==> src/rtl/alu_seq_if.sv <==
// alu_seq_if: handshake and data bundle for the sequential ALU.
//   master : drives go/opcode/a/b, observes result, flags, status and LEDs
//   slave  : the ALU side, inverse directions
// Signals: go, opcode[3:0], a/b[WIDTH-1:0], result[2*WIDTH-1:0],
//          cout, zero, neg, ovf, err, busy, done, led_idle, led_ready, led_done
interface alu_seq_if #(
    parameter int WIDTH = 8
);
    logic               go;
    logic [3:0]         opcode;
    logic [WIDTH-1:0]   a;
    logic [WIDTH-1:0]   b;
    logic [2*WIDTH-1:0] result;
    logic               cout;
    logic               zero;
    logic               neg;
    logic               ovf;
    logic               err;
    logic               busy;
    logic               done;
    logic               led_idle;
    logic               led_ready;
    logic               led_done;

    modport master (
        output go, opcode, a, b,
        input  result, cout, zero, neg, ovf, err,
        input  busy, done, led_idle, led_ready, led_done
    );

    modport slave (
        input  go, opcode, a, b,
        output result, cout, zero, neg, ovf, err,
        output busy, done, led_idle, led_ready, led_done
    );
endinterface

==> src/rtl/alu_seq.sv <==
// alu_seq: multi-cycle sequential ALU with latched operands, flags and a
// go/busy/done handshake. Single-cycle ops finish one edge after accept;
// MUL is an iterative shift-add taking WIDTH edges.
// Ports:
//   clk    : system clock, rising edge
//   reset  : asynchronous, active-low
//   bus    : alu_seq_if.slave (operands/opcode in, result/flags/status out)
module alu_seq #(
    parameter int WIDTH = 8
) (
    input  logic      clk,
    input  logic      reset,
    alu_seq_if.slave  bus
);
    localparam int CW = $clog2(WIDTH) + 1;

    localparam logic [3:0] OP_ADD  = 4'd0;
    localparam logic [3:0] OP_SUB  = 4'd1;
    localparam logic [3:0] OP_NOTA = 4'd2;
    localparam logic [3:0] OP_NOTB = 4'd3;
    localparam logic [3:0] OP_AND  = 4'd4;
    localparam logic [3:0] OP_OR   = 4'd5;
    localparam logic [3:0] OP_XOR  = 4'd6;
    localparam logic [3:0] OP_XNOR = 4'd7;
    localparam logic [3:0] OP_SHL  = 4'd8;
    localparam logic [3:0] OP_SHR  = 4'd9;
    localparam logic [3:0] OP_ASR  = 4'd10;
    localparam logic [3:0] OP_MUL  = 4'd11;

    typedef enum logic [1:0] {S_IDLE, S_EXEC, S_MUL, S_DONE} state_t;

    state_t state_q, state_d;

    logic [WIDTH-1:0]   a_q, b_q;
    logic [3:0]         op_q;
    logic [2*WIDTH-1:0] acc_q, acc_d;
    logic [CW-1:0]      cnt_q;
    logic [2*WIDTH-1:0] result_q;
    logic               cout_q, zero_q, neg_q, ovf_q, err_q;
    logic               led_idle_q, led_done_q;

    logic               accept;
    logic               mul_bit;
    logic               last_step;

    logic [WIDTH:0]     sum;
    logic [WIDTH-1:0]   diff;
    logic [WIDTH-1:0]   alu_res;
    logic               alu_cout, alu_zero, alu_neg, alu_ovf, alu_err;

    logic               busy, done, led_ready;

    assign accept = (state_q == S_IDLE) && bus.go;

    // ---------------- single-cycle datapath on latched operands ----------
    always_comb begin
        sum      = {1'b0, a_q} + {1'b0, b_q};
        diff     = a_q - b_q;
        alu_res  = '0;
        alu_cout = 1'b0;
        alu_ovf  = 1'b0;
        alu_err  = 1'b0;
        case (op_q)
            OP_ADD: begin
                alu_res  = sum[WIDTH-1:0];
                alu_cout = sum[WIDTH];
                alu_ovf  = (a_q[WIDTH-1] == b_q[WIDTH-1]) &&
                           (sum[WIDTH-1] != a_q[WIDTH-1]);
            end
            OP_SUB: begin
                alu_res  = diff;
                alu_cout = (a_q < b_q);
                alu_ovf  = (a_q[WIDTH-1] != b_q[WIDTH-1]) &&
                           (diff[WIDTH-1] != a_q[WIDTH-1]);
            end
            OP_NOTA: alu_res = ~a_q;
            OP_NOTB: alu_res = ~b_q;
            OP_AND:  alu_res = a_q & b_q;
            OP_OR:   alu_res = a_q | b_q;
            OP_XOR:  alu_res = a_q ^ b_q;
            OP_XNOR: alu_res = ~(a_q ^ b_q);
            OP_SHL: begin
                alu_res  = a_q << 1;
                alu_cout = a_q[WIDTH-1];
            end
            OP_SHR: begin
                alu_res  = a_q >> 1;
                alu_cout = a_q[0];
            end
            OP_ASR: begin
                alu_res  = {a_q[WIDTH-1], a_q[WIDTH-1:1]};
                alu_cout = a_q[0];
            end
            // MUL never reaches EXEC; 12..15 are illegal
            default: alu_err = 1'b1;
        endcase
        // illegal ops leave alu_res at 0, so zero comes out set for free
        alu_zero = (alu_res == '0);
        alu_neg  = alu_err ? 1'b0 : alu_res[WIDTH-1];
    end

    // ---------------- shift-add multiplier step --------------------------
    always_comb begin
        mul_bit   = |(b_q & (WIDTH'(1) << cnt_q));
        last_step = (cnt_q == CW'(WIDTH - 1));
        acc_d     = acc_q;
        if (mul_bit)
            acc_d = acc_q + ({{WIDTH{1'b0}}, a_q} << cnt_q);
    end

    // ---------------- FSM: state register ---------------------------------
    always_ff @(posedge clk or negedge reset) begin
        if (!reset) state_q <= S_IDLE;
        else        state_q <= state_d;
    end

    // ---------------- FSM: next state -------------------------------------
    always_comb begin
        state_d = state_q;
        case (state_q)
            S_IDLE: if (bus.go) state_d = (bus.opcode == OP_MUL) ? S_MUL : S_EXEC;
            S_EXEC: state_d = S_DONE;
            S_MUL:  if (last_step) state_d = S_DONE;
            S_DONE: state_d = S_IDLE;
            default: state_d = S_IDLE;
        endcase
    end

    // ---------------- FSM: outputs ----------------------------------------
    always_comb begin
        busy      = 1'b0;
        done      = 1'b0;
        led_ready = 1'b0;
        case (state_q)
            S_IDLE:  led_ready = 1'b1;
            S_EXEC:  busy      = 1'b1;
            S_MUL:   busy      = 1'b1;
            S_DONE:  done      = 1'b1;
            default: ;
        endcase
    end

    // ---------------- operand latch, result and flag registers ------------
    always_ff @(posedge clk or negedge reset) begin
        if (!reset) begin
            a_q        <= '0;
            b_q        <= '0;
            op_q       <= '0;
            acc_q      <= '0;
            cnt_q      <= '0;
            result_q   <= '0;
            cout_q     <= 1'b0;
            zero_q     <= 1'b0;
            neg_q      <= 1'b0;
            ovf_q      <= 1'b0;
            err_q      <= 1'b0;
            led_idle_q <= 1'b1;
            led_done_q <= 1'b0;
        end else begin
            if (accept) begin
                a_q        <= bus.a;
                b_q        <= bus.b;
                op_q       <= bus.opcode;
                acc_q      <= '0;
                cnt_q      <= '0;
                led_idle_q <= 1'b0;
                led_done_q <= 1'b0;
            end
            if (state_q == S_EXEC) begin
                result_q   <= {{WIDTH{1'b0}}, alu_res};
                cout_q     <= alu_cout;
                zero_q     <= alu_zero;
                neg_q      <= alu_neg;
                ovf_q      <= alu_ovf;
                err_q      <= alu_err;
                led_done_q <= 1'b1;
            end
            if (state_q == S_MUL) begin
                acc_q <= acc_d;
                cnt_q <= cnt_q + CW'(1);
                // final step: publish the full product as DONE is entered
                if (last_step) begin
                    result_q   <= acc_d;
                    cout_q     <= 1'b0;
                    zero_q     <= (acc_d == '0);
                    neg_q      <= 1'b0;
                    ovf_q      <= 1'b0;
                    err_q      <= 1'b0;
                    led_done_q <= 1'b1;
                end
            end
        end
    end

    assign bus.result    = result_q;
    assign bus.cout      = cout_q;
    assign bus.zero      = zero_q;
    assign bus.neg       = neg_q;
    assign bus.ovf       = ovf_q;
    assign bus.err       = err_q;
    assign bus.busy      = busy;
    assign bus.done      = done;
    assign bus.led_idle  = led_idle_q;
    assign bus.led_ready = led_ready;
    assign bus.led_done  = led_done_q;
endmodule

==> src/flat_wrapper.sv <==
// flat-port wrapper written by rule: the top's interface ports become plain ports
module alu_seq_flat 
#(
    parameter int WIDTH = 8
)
  (clk, reset, bus_go, bus_opcode, bus_a, bus_b, bus_result, bus_cout, bus_zero, bus_neg, bus_ovf, bus_err, bus_busy, bus_done, bus_led_idle, bus_led_ready, bus_led_done);
  alu_seq_if #(.WIDTH(WIDTH)) bus_i ();
  input  logic clk;
  input  logic reset;
  input wire logic [$bits(bus_i.go)-1:0] bus_go;
  input wire logic [$bits(bus_i.opcode)-1:0] bus_opcode;
  input wire logic [$bits(bus_i.a)-1:0] bus_a;
  input wire logic [$bits(bus_i.b)-1:0] bus_b;
  output wire logic [$bits(bus_i.result)-1:0] bus_result;
  output wire logic [$bits(bus_i.cout)-1:0] bus_cout;
  output wire logic [$bits(bus_i.zero)-1:0] bus_zero;
  output wire logic [$bits(bus_i.neg)-1:0] bus_neg;
  output wire logic [$bits(bus_i.ovf)-1:0] bus_ovf;
  output wire logic [$bits(bus_i.err)-1:0] bus_err;
  output wire logic [$bits(bus_i.busy)-1:0] bus_busy;
  output wire logic [$bits(bus_i.done)-1:0] bus_done;
  output wire logic [$bits(bus_i.led_idle)-1:0] bus_led_idle;
  output wire logic [$bits(bus_i.led_ready)-1:0] bus_led_ready;
  output wire logic [$bits(bus_i.led_done)-1:0] bus_led_done;
  assign bus_i.go = bus_go;
  assign bus_i.opcode = bus_opcode;
  assign bus_i.a = bus_a;
  assign bus_i.b = bus_b;
  assign bus_result = bus_i.result;
  assign bus_cout = bus_i.cout;
  assign bus_zero = bus_i.zero;
  assign bus_neg = bus_i.neg;
  assign bus_ovf = bus_i.ovf;
  assign bus_err = bus_i.err;
  assign bus_busy = bus_i.busy;
  assign bus_done = bus_i.done;
  assign bus_led_idle = bus_i.led_idle;
  assign bus_led_ready = bus_i.led_ready;
  assign bus_led_done = bus_i.led_done;
  alu_seq #(.WIDTH(WIDTH)) u_core (.clk(clk), .reset(reset), .bus(bus_i));
endmodule
==> config.mk <==
export PLATFORM = sky130hd
export DESIGN_NAME = alu_seq_flat
export DESIGN_NICKNAME = d
export VERILOG_FILES = /design/src/rtl/alu_seq_if.sv /design/src/rtl/alu_seq.sv /design/src/flat_wrapper.sv
export SDC_FILE = /design/constraint.sdc
export NUM_CORES = 1
export LEC_CHECK = 0
export BUFFER_PORTS_ARGS = -buffer_cell sky130_fd_sc_hd__buf_4
export CELL_PAD_IN_SITES_DETAIL_PLACEMENT = 0
export CELL_PAD_IN_SITES_GLOBAL_PLACEMENT = 2
export CORE_ASPECT_RATIO = 0.8
export CORE_UTILIZATION = 40
export CTS_CLUSTER_SIZE = 40
export DETAILED_ROUTE_END_ITERATION = 6
export GPL_TIMING_DRIVEN = 0
export HOLD_SLACK_MARGIN = 0.05
export PLACE_DENSITY = 0.92
export SYNTH_ARGS = -nofsm -noshare
export SYNTH_HDL_FRONTEND = slang
export SYNTH_SLANG_ARGS = --single-unit
==> constraint.sdc <==
create_clock -name clk -period 5.6 [get_ports clk]
set_clock_uncertainty 0.2 [all_clocks]
set_input_delay 0.28 -clock clk [delete_from_list [all_inputs] [get_ports clk]]
set_output_delay 0.28 -clock clk [all_outputs]
set_load 0.005 [all_outputs]
==> results.py <==
metrics = {
    "logic_synthesis": {
        "synth-compound-area-share": 0.245,
        "ys_warn_count": 0,
        "netlist_instances": 704,
        "synth_top_family_by_area": "compound AO/OA/AOI/OAI gates",
        "syn_nets": 781,
        "synth-edff-count": 0,
        "synth_fa_ha_area_frac": 0.120,
        "synth_mux_area_frac": 0.0890,
        "ys_types": 78,
        "synthArstFlopShare": 1.00,
        "synthSimpleGateAreaFrac": 0.190,
        "synthXorXnorAreaFrac": 0.0225,
        "yosysSeqAreaShare": 0.279,
        "synth.avg_cell_area_sq_um": 8.29,
        "synth_area_leader_cell": "dfrtp_1",
        "synth_top_area_frac": 0.274,
        "syn_area_sq_um": 5840,
        "yosys-top-cells-area": "dfrtp_1 (27%), ha_1 (11%), nand2_1 (5.8%)",
        "ys_ff_latch": 65,
        "synth_ff_type": "dfrtp_1",
    },
    "min_path": {
        "min_path_type": "in2reg",
        "whs_path_depth": 4,
    },
    "die": {
        "coreArea_sq_um": 14200,
        "rows": 39,
        "chipWidth_microns": 137,
        "die_y_microns": 110,
        "dieArea_sq_um": 15100,
        "pin_count": 49,
        "initial_core_util": 0.410,
    },
    "clock_network": {
        "cts_buffer_depth": 2,
        "clk-insertion-delay-late_ns": 0.34,
        "post_cts_resized": 0,
        "h-tree-depth": 3,
        "cts_root_buf": "clkbuf_16",
        "cts_tree": "yes",
        "clkSinkCount": 65,
        "cts.clk_slew.worst_paths_ns": 0.05,
        "cts_buffers": 9,
    },
    "layout": {
        "final_cells": 973,
        "final_common_cell": "nand2_1",
        "antennaDiodeCount": 0,
        "fin_nets": 861,
        "drive_above_1_share": 0.127,
        "mostFrequentLayoutCells": "nand2_1 (90), dfrtp_1 (64), ha_1 (51)",
        "fin_area_sq_um": 6910,
        "fin_util": 0.485,
        "syn_to_final_growth_pct": 18.5,
        "fillers": 1403,
    },
    "sta": {
        "maxSlewHeadroom": 0.379,
        "fin_ws_ns": 0.934,
        "slew_viol_final": 0,
        "fin_crit_ns": 4.67,
        "tns_ns": 0,
        "rsz0062_at_grt": "no",
        "fmax_mhz": 214,
        "hold_violations": 0,
        "setup_violations": 0,
        "post-route-period-util": 0.833,
        "fin_hold_ws_ns": 0.174,
        "worst_pin_slew_ns": 0.932,
    },
    "place": {
        "io_buffers": 48,
        "dp.cells": 936,
        "placed_area_sq_um": 6430,
        "gp_congestion": 0.960,
        "post-dp-hpwl_microns": 15100,
        "pre_cts_ws_ns": 1.06,
    },
    "worst_setup_path": {
        "r2r_cells": 15,
        "arrival_ns": 4.74,
        "crit_chain": "clkbuf_1 > buf_1 > mux2i_1 > nor2_1 > a21oi_1 > nor2_1 > ha_1 > a211oi_1 > o21ai_0 > o21ai_0 > a311o_1 > o211ai_1 > nor4_1 > nand4b_1 > nand2_1",
        "cp_max_fo": 10,
        "critical_path.top_delay_family": "compound AO/OA/AOI/OAI gates",
        "required_ns": 5.67,
        "cp-start-kind": "register",
        "critPathSlowestCell": "o21ai_0",
        "cp.depth": 15,
        "cp_num_buf_inv": 2,
        "critPathMaxStageDelay_ns": 0.67,
        "endpoint_kind": "register",
        "path_class": "reg2reg",
    },
    "drt": {
        "drt_pre_antenna_iters": 5,
        "drt-initial-drc-count": 583,
        "vias": 5854,
        "via_per_inst": 6.02,
        "wl_per_cell_microns": 20.4,
        "drc_errors": 0,
        "wirelength_microns": 19800,
        "ant_nets": 0,
    },
    "global_route": {
        "grt_overflow_total": 0,
        "antenna_found_initial": 0,
        "grt_max_degree": 66,
        "grt_first_pass_wirelength_microns": 31000,
        "grt_usage": 0.274,
        "grt_pass1_vias": 5550,
    },
    "power_and_ir_drop": {
        "powerDensity_nw_per_um2": 730,
        "ir_worst_vdd_mv": 0.297,
        "p_leak_nw": 3.16,
        "power_mw": 5.05,
    },
    "flow_run": {
        "maxCapViolCount": 0,
    },
    "run_status": {
        "outcome": "finished clean",
    },
}
## flip-flops by register name (all words and copies together), names as in the netlist
| name | flops |
|---|---|
| u_core.bus.cout | 1 |
| u_core.bus.result | 16 |
| u_core.bus.neg | 1 |
| u_core.bus.led_done | 1 |
| u_core.bus.led_idle | 1 |
| u_core.bus.err | 1 |
| u_core.b_q | 8 |
| u_core.state_q | 2 |
| u_core.bus.ovf | 1 |
| u_core.a_q | 8 |
| u_core.acc_q | 16 |
| u_core.cnt_q | 4 |
| u_core.op_q | 4 |
| u_core.bus.zero | 1 |
## routing by layer
metal,vias up,GRT usage,part of all wire
met4,0,0.0495,0.0095
li1,2750,-,-
met5,-,0,0
met2,255,0.401,0.41
met3,23,0.0512,0.085
met1,2826,0.415,0.50
## worst register-to-register path, stage by stage, from the launching register on
cell and delay [ns]:
dfrtp_1 0.37, clkbuf_1 0.30, buf_1 0.44, mux2i_1 0.34, nor2_1 0.10, a21oi_1 0.20
nor2_1 0.09, ha_1 0.30, a211oi_1 0.23, o21ai_0 0.17, o21ai_0 0.67, a311o_1 0.28
o211ai_1 0.26, nor4_1 0.36, nand4b_1 0.21, nand2_1 0.11
## synth_stat cells (5+ instances only)
cell / n
inv_1: 36
and2_1: 7
dfrtp_1: 64
nand2b_1: 6
nand3_1: 17
a21oi_1: 38
nor3b_1: 8
and3_1: 11
nand4_1: 5
nand2_1: 90
nor4_1: 7
o21ai_0: 50
nor2_1: 47
a211oi_1: 9
o22ai_1: 9
a221oi_1: 6
a21o_1: 9
clkbuf_1: 29
a22oi_1: 7
mux2_2: 20
a31oi_1: 5
ha_1: 51
nor2b_1: 9
a32oi_1: 5
o211ai_1: 12
buf_1: 5
nor3_1: 12
xnor2_1: 10
xor2_1: 5
o21a_1: 7
mux2i_1: 26
o21bai_1: 5
## area by class of cell
cell class	count	area, sq um	area share
multi-input cells	560	3880	0.562
flip-flops and latches	65	1630	0.235
repair buffers	69	571	0.0825
clock buffers	13	260	0.0376
well taps	184	230	0.0333
plain buffers	42	185	0.0268
inverters	37	139	0.0201
clock inverters	3	17.5	0.00253
## final timing paths
path / from / to / slack (ns)
worst max-delay path: u_core.cnt_q[0]$_DFFE_PN0P_ / u_core.bus.zero$_DFF_PN0_ / 0.93
worst min-delay path: bus_go / u_core.state_q[1]$_DFFE_PN0P_ / 0.17
worst max register to register: u_core.cnt_q[0]$_DFFE_PN0P_ / u_core.bus.zero$_DFF_PN0_ / 0.93
worst min register to register: u_core.bus.led_done$_DFF_PN0_ / u_core.bus.led_done$_DFF_PN0_ / 0.28
max in group asynchronous: reset / u_core.a_q[0]$_DFFE_PN0P_ / 4.22
min in group asynchronous: reset / u_core.bus.cout$_DFF_PN0_ / 0.40
## cells by family (layout without fill, tap and decap cells)
kind of cell	count (synthesis)	after routing
muxes	48	48
adders and majority gates	54	54
and+or+nand+nor	232	232
DFF	65	65
AOI/OAI and AO/OA	211	211
xor gates and xnor gates	15	15
buffers and inverters	79	164
## report_power, final
group | internal (mW) | switching, mW
registers | 0.650 | 0.270
clock network | 0.323 | 0.213
logic | 1.39 | 2.20
total | 2.36 | 2.69
## repair_timing
action / in CTS / in global routing
hold buffers: 21 / 0
endpoints found under the hold margin: 84 / 0
buffers inserted: 0 / 0
No activity file was read; power rests on OpenSTA's default activity.
